==> config.mk <==
export PLATFORM = sky130hd
export DESIGN_NAME = pma_window_lookup
export DESIGN_NICKNAME = d
export VERILOG_FILES = /design/src/rtl/pma_window_lookup.sv
export SDC_FILE = /design/constraint.sdc
export NUM_CORES = 1
export LEC_CHECK = 0
export ABC_AREA = 1
export BUFFER_PORTS_ARGS = -buffer_cell sky130_fd_sc_hd__buf_2
export CAP_MARGIN = 15
export CORE_ASPECT_RATIO = 1.1
export CORE_MARGIN = 4
export CORE_UTILIZATION = 30
export DETAILED_ROUTE_END_ITERATION = 12
export MAX_ROUTING_LAYER = met4
export SLEW_MARGIN = 10
export SYNTH_ARGS = -nofsm -noshare
export SYNTH_HDL_FRONTEND = slang
export SYNTH_SLANG_ARGS = --single-unit
==> constraint.sdc <==
create_clock -name clk -period 3.6 [get_ports clk]
set_input_delay 0 -clock clk [delete_from_list [all_inputs] [get_ports clk]]
set_output_delay 0 -clock clk [all_outputs]
set_load 0.1 [all_outputs]
==> src/rtl/pma_window_lookup.sv <==
// pma_window_lookup: read-side search engine for the phase memory anchor RAM.
// A captured window_id is compared against the tag (word[ID_W+PAYLOAD_W-1:PAYLOAD_W]) of
// every slot, lowest address first, through the RAM's synchronous read port. The engine
// returns the lowest valid matching slot and its payload, or a miss after a full scan.
//
// Ports:
//   clk, rst_n          clock (rising edge), asynchronous active-low reset
//   req_valid/ready     lookup request handshake; req_window_id is the id to search for
//   slot_valid          per-slot valid bitmap owned by the anchor writer
//   ram_read_addr       registered RAM read address
//   ram_read_data       RAM read data, valid READ_LATENCY edges after the address is sampled
//   rsp_valid/ready     response handshake; rsp_hit, rsp_addr, rsp_payload held while stalled
//   busy                high while scanning or holding a response
module pma_window_lookup #(
   parameter int unsigned DEPTH        = 64,
   parameter int unsigned ADDR_W       = $clog2(DEPTH),
   parameter int unsigned ID_W         = 12,
   parameter int unsigned PAYLOAD_W    = 132,
   parameter int unsigned READ_LATENCY = 1
) (
   input  logic                      clk,
   input  logic                      rst_n,
   input  logic                      req_valid,
   output logic                      req_ready,
   input  logic [ID_W-1:0]           req_window_id,
   input  logic [DEPTH-1:0]          slot_valid,
   output logic [ADDR_W-1:0]         ram_read_addr,
   input  logic [ID_W+PAYLOAD_W-1:0] ram_read_data,
   output logic                      rsp_valid,
   input  logic                      rsp_ready,
   output logic                      rsp_hit,
   output logic [ADDR_W-1:0]         rsp_addr,
   output logic [PAYLOAD_W-1:0]      rsp_payload,
   output logic                      busy
);

   localparam logic [1:0] StIdle = 2'd0;
   localparam logic [1:0] StScan = 2'd1;
   localparam logic [1:0] StResp = 2'd2;

   localparam logic [ADDR_W-1:0] LastAddr = ADDR_W'(DEPTH - 1);

   logic [1:0]           state_q, state_d;
   logic [ID_W-1:0]      id_q, id_d;
   logic [ADDR_W-1:0]    raddr_q, raddr_d;
   logic                 rsp_valid_q, rsp_valid_d;
   logic                 rsp_hit_q, rsp_hit_d;
   logic [ADDR_W-1:0]    rsp_addr_q, rsp_addr_d;
   logic [PAYLOAD_W-1:0] rsp_payload_q, rsp_payload_d;

   // Issue-tag pipeline: stage 0 tracks the address currently on ram_read_addr; stage
   // READ_LATENCY is the read whose data is on ram_read_data this cycle.
   logic [READ_LATENCY:0] pipe_v_q, pipe_v_d;
   logic [ADDR_W-1:0]     pipe_a_q [READ_LATENCY+1];
   logic [ADDR_W-1:0]     pipe_a_d [READ_LATENCY+1];

   logic              cmp_valid;
   logic [ADDR_W-1:0] cmp_addr;
   logic              tag_match;
   logic              cmp_hit;
   logic              cmp_last;

   always_comb begin
      cmp_valid = pipe_v_q[READ_LATENCY];
      cmp_addr  = pipe_a_q[READ_LATENCY];
      tag_match = (ram_read_data[ID_W+PAYLOAD_W-1:PAYLOAD_W] == id_q);
      cmp_hit   = cmp_valid && tag_match && slot_valid[cmp_addr];
      cmp_last  = cmp_valid && (cmp_addr == LastAddr);
   end

   always_comb begin
      state_d       = state_q;
      id_d          = id_q;
      raddr_d       = raddr_q;
      rsp_valid_d   = rsp_valid_q;
      rsp_hit_d     = rsp_hit_q;
      rsp_addr_d    = rsp_addr_q;
      rsp_payload_d = rsp_payload_q;
      pipe_v_d      = pipe_v_q;
      pipe_a_d      = pipe_a_q;

      case (state_q)
         StIdle: begin
            if (req_valid) begin
               id_d        = req_window_id;
               raddr_d     = '0;
               pipe_v_d    = '0;
               pipe_v_d[0] = 1'b1;
               pipe_a_d[0] = '0;
               state_d     = StScan;
            end
         end

         StScan: begin
            for (int i = 1; i <= int'(READ_LATENCY); i++) begin
               pipe_v_d[i] = pipe_v_q[i-1];
               pipe_a_d[i] = pipe_a_q[i-1];
            end
            // The address saturates at the last slot; no further reads are tagged.
            if (raddr_q != LastAddr) begin
               raddr_d     = raddr_q + 1'b1;
               pipe_v_d[0] = 1'b1;
               pipe_a_d[0] = raddr_q + 1'b1;
            end else begin
               pipe_v_d[0] = 1'b0;
            end

            if (cmp_hit) begin
               rsp_valid_d   = 1'b1;
               rsp_hit_d     = 1'b1;
               rsp_addr_d    = cmp_addr;
               rsp_payload_d = ram_read_data[PAYLOAD_W-1:0];
               pipe_v_d      = '0;   // drop reads still in flight
               state_d       = StResp;
            end else if (cmp_last) begin
               rsp_valid_d   = 1'b1;
               rsp_hit_d     = 1'b0;
               rsp_addr_d    = '0;
               rsp_payload_d = '0;
               pipe_v_d      = '0;
               state_d       = StResp;
            end
         end

         StResp: begin
            if (rsp_ready) begin
               rsp_valid_d = 1'b0;
               state_d     = StIdle;
            end
         end

         default: begin
            state_d  = StIdle;
            pipe_v_d = '0;
         end
      endcase
   end

   always_ff @(posedge clk or negedge rst_n) begin
      if (!rst_n) begin
         state_q       <= StIdle;
         id_q          <= '0;
         raddr_q       <= '0;
         rsp_valid_q   <= 1'b0;
         rsp_hit_q     <= 1'b0;
         rsp_addr_q    <= '0;
         rsp_payload_q <= '0;
         pipe_v_q      <= '0;
         pipe_a_q      <= '{default: '0};
      end else begin
         state_q       <= state_d;
         id_q          <= id_d;
         raddr_q       <= raddr_d;
         rsp_valid_q   <= rsp_valid_d;
         rsp_hit_q     <= rsp_hit_d;
         rsp_addr_q    <= rsp_addr_d;
         rsp_payload_q <= rsp_payload_d;
         pipe_v_q      <= pipe_v_d;
         pipe_a_q      <= pipe_a_d;
      end
   end

   assign req_ready     = (state_q == StIdle);
   assign busy          = (state_q != StIdle);
   assign ram_read_addr = raddr_q;
   assign rsp_valid     = rsp_valid_q;
   assign rsp_hit       = rsp_hit_q;
   assign rsp_addr      = rsp_addr_q;
   assign rsp_payload   = rsp_payload_q;

endmodule

# [After elaboration in Yosys (flattened, before gate mapping)]
# Index checks and enable logic that the tools add are counted.
[word_totals] regBits=168 latch_bits=0 mem_bits_rw=0 romBits=0 in_bits=224 output_inout_bits=148 wordCells=59 mem_count=0
[op_classes] n_addsub=1 multipliers=0 div=0 magnitude_cmp=1 n_eq_ne=9 shifts=0 n_mux=24 n_bitwise=1 reduce_logical=14
[ops] cell="2-to-1 mux 132 bit" count=2
[ops] cell="2-to-1 mux 6 bit" count=4
[ops] cell="== test 12 bit" count=1
[ops] cell="2-to-1 mux 2 bit" count=6
[ops] cell="case mux 2 bit (3 select lines)" count=2
[ops] cell="case mux 6 bit (2 select lines)" count=1
[ops] cell="AND reduction 3 bit" count=3
[ops] cell="nonzero test 2 bit" count=4
[ops] cell="less-than comparator 6 x 7 -> 1 bit, second input constant" count=1
[ops] cell="2-to-1 mux 1 bit" count=7
[ops] cell="adder 6 x 1 -> 6 bit, second input constant" count=1
[ops] cell="binary-select mux 1 bit (select 6 bit)" count=1
[ops] cell="== test 6 bit, second input constant" count=1
[ops] cell="inequality test 2 bit, second input constant" count=3
[ops] cell="inequality test 6 bit, second input constant" count=1
[ops] cell="AND reduction 2 bit" count=3
[ops] cell="logical AND 1 bit" count=3
[ops] cell="inequality test 3 bit, second input constant" count=1
[ops] cell="== test 2 x 1 -> 1 bit, second input constant" count=1
[ops] cell="== test 2 bit, second input constant" count=1
[ops] cell="logical NOT 2 bit" count=1
[ops] cell="case mux 1 bit (2 select lines)" count=1
[ops] cell="inverter 1 bit" count=1

# [Longest topological paths before layout]
[logic_depth] word_depth=5 depth_mapped=18

# [Worst setup path after synthesis]
# Ideal clock, no wire load.
[synth_path] path_kind="flip-flop to flip-flop" from="register state_q[0]" to="register pipe_a_q[9] (netlist name)" setup_ps=129 arrival_ps=3622 setup_slack_ps=-151 stages_incl_launch_ff=8 path_buffers=1 path_cell_list="dfrtp_1 -> nor2_1 -> inv_1 -> nor2_1 -> clkbuf_1 -> clkinv_1 -> nand2_1 -> nor2_1"
[synth_between] elab_chain_len=3 elab_cells_between_ends=7 classes_between="eq/ne: 3; mux: 1; reduce/logical: 3"
[synth_rtl] item="start: declaration" line="43" rtl="logic [1:0] state_q, state_d;"
[synth_rtl] item="start signal: assignment" line="141" rtl="state_q <= StIdle;"
[synth_rtl] item="start signal: assignment" line="151" rtl="state_q <= state_d;"
[synth_rtl] item="logical NOT 2 bit (*)"
[synth_rtl] item="named net req_ready" line="24" rtl="output logic req_ready,"
[synth_rtl] item="inequality test 2 bit (no line) / nonzero test 2 bit (equally long branches)"
[synth_rtl] item="AND reduction 3 bit (no line)"
[synth_rtl] item="end signal: assignment" line="159" rtl="pipe_a_q <= pipe_a_d;"
[synth_rtl] item="end: declaration" line="54" rtl="logic [ADDR_W-1:0] pipe_a_q [READ_LATENCY+1];"
# The timed path passes the listed nets; every way through them passes the cells marked *.
# A chain may end at the register's enable or synchronous reset.

# [Worst setup path in the final report]
[layout_path] from="register pipe_a_q, in the netlist cmp_addr[1]" to="register rsp_payload_q[43] (netlist: rsp_payload[43])"
[layout_between] elab_chain_len=5 elab_cells_between_ends=8 classes_between="eq/ne: 1; mux: 3; reduce/logical: 4"
[layout_rtl] item="binary-select mux 1 bit (select 6 bit)" line="67" rtl="cmp_hit = cmp_valid && tag_match && slot_valid[cmp_addr];"
[layout_rtl] item="2-to-1 mux 1 bit (implied by the code)" line="67"
[layout_rtl] item="logical AND 1 bit" line="67"
[layout_rtl] item="nonzero test 2 bit (no line)"
[layout_rtl] item="AND reduction 2 bit (no line)"
[layout_rtl] item="end signal: assignment" line="157" rtl="rsp_payload_q <= rsp_payload_d;"
[layout_rtl] item="end: declaration" line="49" rtl="logic [PAYLOAD_W-1:0] rsp_payload_q, rsp_payload_d;"
# Several ways; a longest one is shown, not always the timed one. The select of a mux whose other input is x is not followed.

==> key figures <==
Status
  – Status: finished clean

Placement
  – DP Wirelength: 17850 um
  – Final Wtd Congestion: ~0.86
  – PortBufs: approximately 370

Synth
  – YS warnings: 0
  – Syn avg cell area: about 8 um^2
  – Yosys reg bits: 168
  – Seq/Total Area, Yosys: 56.67%
  – Async SR Flop Fraction: 100.0%
  – Mapped cell area: 0.007418 mm^2
  – Synth area leader: dfrtp_1
  – Mapped Cells: 924
  – Xor/xnor share of the synthesized area: 0.8264%
  – Post-synth net total: 1149
  – Synth Area in Compound Gates: between 1.5 and 2%
  – Count of cell types in the netlist: 28
  – Mux contribution to synthesized area: 0%
  – Main synth FF type: dfrtp_1
  – Number of synthesized flops with an enable pin: 0
  – Top post-synthesis cells by count: nand2_1 (551), dfrtp_1 (168), nand3_1 (60), inv_1 (22), o21ai_0 (17)
  – Top cell type's share of synthesized area: 56.67%
  – Adder-Cell Fraction of Synth Area: 0.1687%
  – Main area contributors after synthesis: dfrtp_1 (57%), nand2_1 (28%), nand3_1 (4.0%)
  – Simple-gate share of the synthesized area: between 30% and 40%
  – Most common cell in the netlist: nand2_1
  – Main combinational cell family by area after synthesis: simple AND/OR/NAND/NOR gates

STA
  – Final Hold Vio Count: 0
  – Final critical-path share of the clock period: 73.78%
  – RSZ-0062 raised after global routing: no
  – Clk_skew: 0.01958 ns
  – Minimum clock period: 2.656 ns
  – Worst slew margin: 46.19%
  – # setup viols final: 0
  – Least-Margin Pin Slew: 0.8072 ns
  – Peak Freq: 0.3765 GHz
  – Setup_tns: 0 ns
  – Final Slew Violations: 0

Setup path
  – Setup crit end kind: flop
  – Critical path startpoint: cmp_addr[1]$_DFFE_PN0P_
  – CP Max Fanout: slightly below 60
  – R2R Setup Slk: 0.94 ns
  – Req. time, crit path: 3.97 ns
  – Crit path kind: flop to flop
  – Startpoint class of the critical path: flop
  – RR Startpoint: cmp_addr[1]$_DFFE_PN0P_
  – WP data arrival: ~3 ns

Routing
  – Iter 0 DRT Violations: between 400 and 500
  – Wire per inst: around 15 um
  – Via count: around 8000
  – ANT nets after route: 0
  – DRC Markers: 0
  – Final wirelength: between 20000 and 30000 um
  – First-pass DRT Iterations: 5
  – Via/cell ratio: 4.463

Clock network
  – CTS Buf Count: 17
  – Root buffer cell: clkbuf_16
  – Clock Path Buffers: 2
  – Post-CTS sizing: 0
  – CTS sink cnt: 168
  – Reg clk slew, reported paths: 0.08 ns
  – Skew-Pair Late Insertion Delay: 0.43 ns
  – H-tree levels: 4
  – CTS tree: yes

Worst hold path
  – Hold path start: ram_read_data[134]
  – Hold Crit Class: input port to flop

GRT
  – First-pass GRT wire length: 41110 um
  – GRT Util Overall: roughly a fifth
  – GR Overflow Total: 0
  – Number of global-route vias before repair: 8018
  – Gr busiest metal: met2
  – Met3 usage: under 10%
  – Largest net degree at the start of global routing: between 80 and 90
  – Initial antenna violation count: 0
  – Grt met2 use: around a third
  – Met1 usage: 22.92%

Cells and area
  – Final Net Count: 1653
  – N_diodes: 0
  – Fill cells: around 2400
  – Share of layout cells above drive strength 1: 29.70%
  – Layout area overhead: 55.69%

Die
  – IO Pins: 372
  – Die ar.: 0.02731 mm^2
  – Core Area: 0.02440 mm^2
  – Num rows: 60
  – Initial Utilization: 30.41%
  – Die W: 157.9 um
  – Die Ht: 172.9 um

Power and ir drop
  – Static leakage: between 6 and 7 nW
  – Combinational Power Share: 38.6%
  – VDD IR max: 0.2684 mV
  – Design internal power: 0.003735 W
  – P per Cell Area: approximately 580 mW/mm^2
  – Sw Pwr: 0.002990 W
  – Sequential share of power: 34.5%
  – Clock share of power: 26.9%
  – Sw Share: 44.46%
  – Total power: 0.006725 W

Flow run
  – Max_cap viols: 0
[kinds of logic (layout without fill, tap and decap cells)]
group                    after synthesis  after routing
buffers and inverters                 72            589
flip-flops                           168            168
AND/OR/NAND/NOR                      651            651
AO/OA/AOI/OAI                         25             25
adder cells (fa/ha/maj)                1              1
XOR/XNOR                               7              7
[per-layer routing]
layer  part of all wire (%)  vias to the layer above
met2                     51                      271
li1                       -                     3859
met4                    2.3                        0
met3                    6.1                       40
met1                     41                     3644
met5                      0                        -
[critical path: stages, from the launching register on]
cell and delay (ns):
dfrtp_1 0.52, inv_2 0.33, nand3_1 0.20, nand3_1 0.11, nand3_1 0.09, nand2_1 0.07
nor2_1 0.04, nand2_1 0.06, nand2_2 0.07, nand2_2 0.07, nand2_2 0.08, nand2_4 0.42
buf_12 0.33, nand2_1 0.09, nand2_1 0.08
[layout by cell type, fill, tap and decap left out, drive strengths merged]
cell,Yosys,final
nor4,1,1
o31ai,1,1
dfrtp,168,168
nand3,61,61
nand3b,1,1
nor3,7,7
clkbuf,5,18
nand2,555,555
ha,1,1
inv,25,33
or2,5,5
clkinvlp,0,1
xor2,3,3
nor2,16,16
o21ai,18,18
a21oi,5,5
buf,40,383
a211oi,1,1
nand4,4,4
xnor2,4,4
clkinv,2,7
dlygate4sd3,0,147
and3,1,1
[cell type report]
cell class                      count  area (um^2)  area share [%]
Clock buffer                       18        429.2           3.716
Clock inverter                     14        148.9           1.289
Inverter                           27        106.4          0.9208
Multi-Input combinational cell    684         2786           24.13
Sequential cell                   168         4204           36.40
Tap cell                          310        387.9           3.358
Timing Repair Buffer              530         3487           30.19
[metrics by stage]
| stage | instance area, um^2 | util, % | hold slack (ns) | setup slack [ns] | instances |
|---|---|---|---|---|---|
| after floorplan | 7421 | - | -0.2956 | 0.5504 | 924 |
| after global placement | 9500 | 38.94 | 0.1136 | 1.018 | 1572 |
| after detailed placement | 9500 | 38.94 | 0.1122 | 0.9653 | 1572 |
| after CTS | 11550 | 47.34 | 0.08504 | 0.9589 | 1751 |
| after global routing | 11550 | 47.34 | 0.1469 | 0.6996 | 1751 |
| final | 11550 | 47.34 | 0.1049 | 0.9440 | 1751 |
[path summary, 6_finish.rpt]
| path | depth (start not counted) | to |
|---|---|---|
| max | 14 | rsp_payload[43]$_DFFE_PN0P_ |
| min | 6 | rsp_hit$_DFFE_PN0P_ |
| max reg2reg | 14 | rsp_payload[43]$_DFFE_PN0P_ |
| min reg2reg | 2 | rsp_payload[24]$_DFFE_PN0P_ |
| max in group asynchronous | 3 | rsp_payload[71]$_DFFE_PN0P_ |
| min in group asynchronous | 2 | rsp_payload[44]$_DFFE_PN0P_ |
[registers in the layout, indices dropped and copies added (netlist names)]
signal,count
rsp_payload,132
id_q,12
cmp_addr,6
pipe_a_q,6
rsp_addr,6
pipe_v_q,2
state_q,2
rsp_hit,1
rsp_valid,1
[repair_timing]
item,4_1_cts,5_1_grt
hold endpoints to repair,230,0
hold buffers,147,0
setup buffers,0,0
[power groups by stage]
stage	sequential, W	clock, W	combinational, W
final	0.00232	0.00181	0.00260
after global routing	0.00235	0.00195	0.00283
after CTS	0.00232	0.00187	0.00261
after detailed placement	0.00235	0	0.00248
after global placement	0.00235	0	0.00247
after floorplan	0.00323	0	0.00103
(Power assumes the default switching activity.)
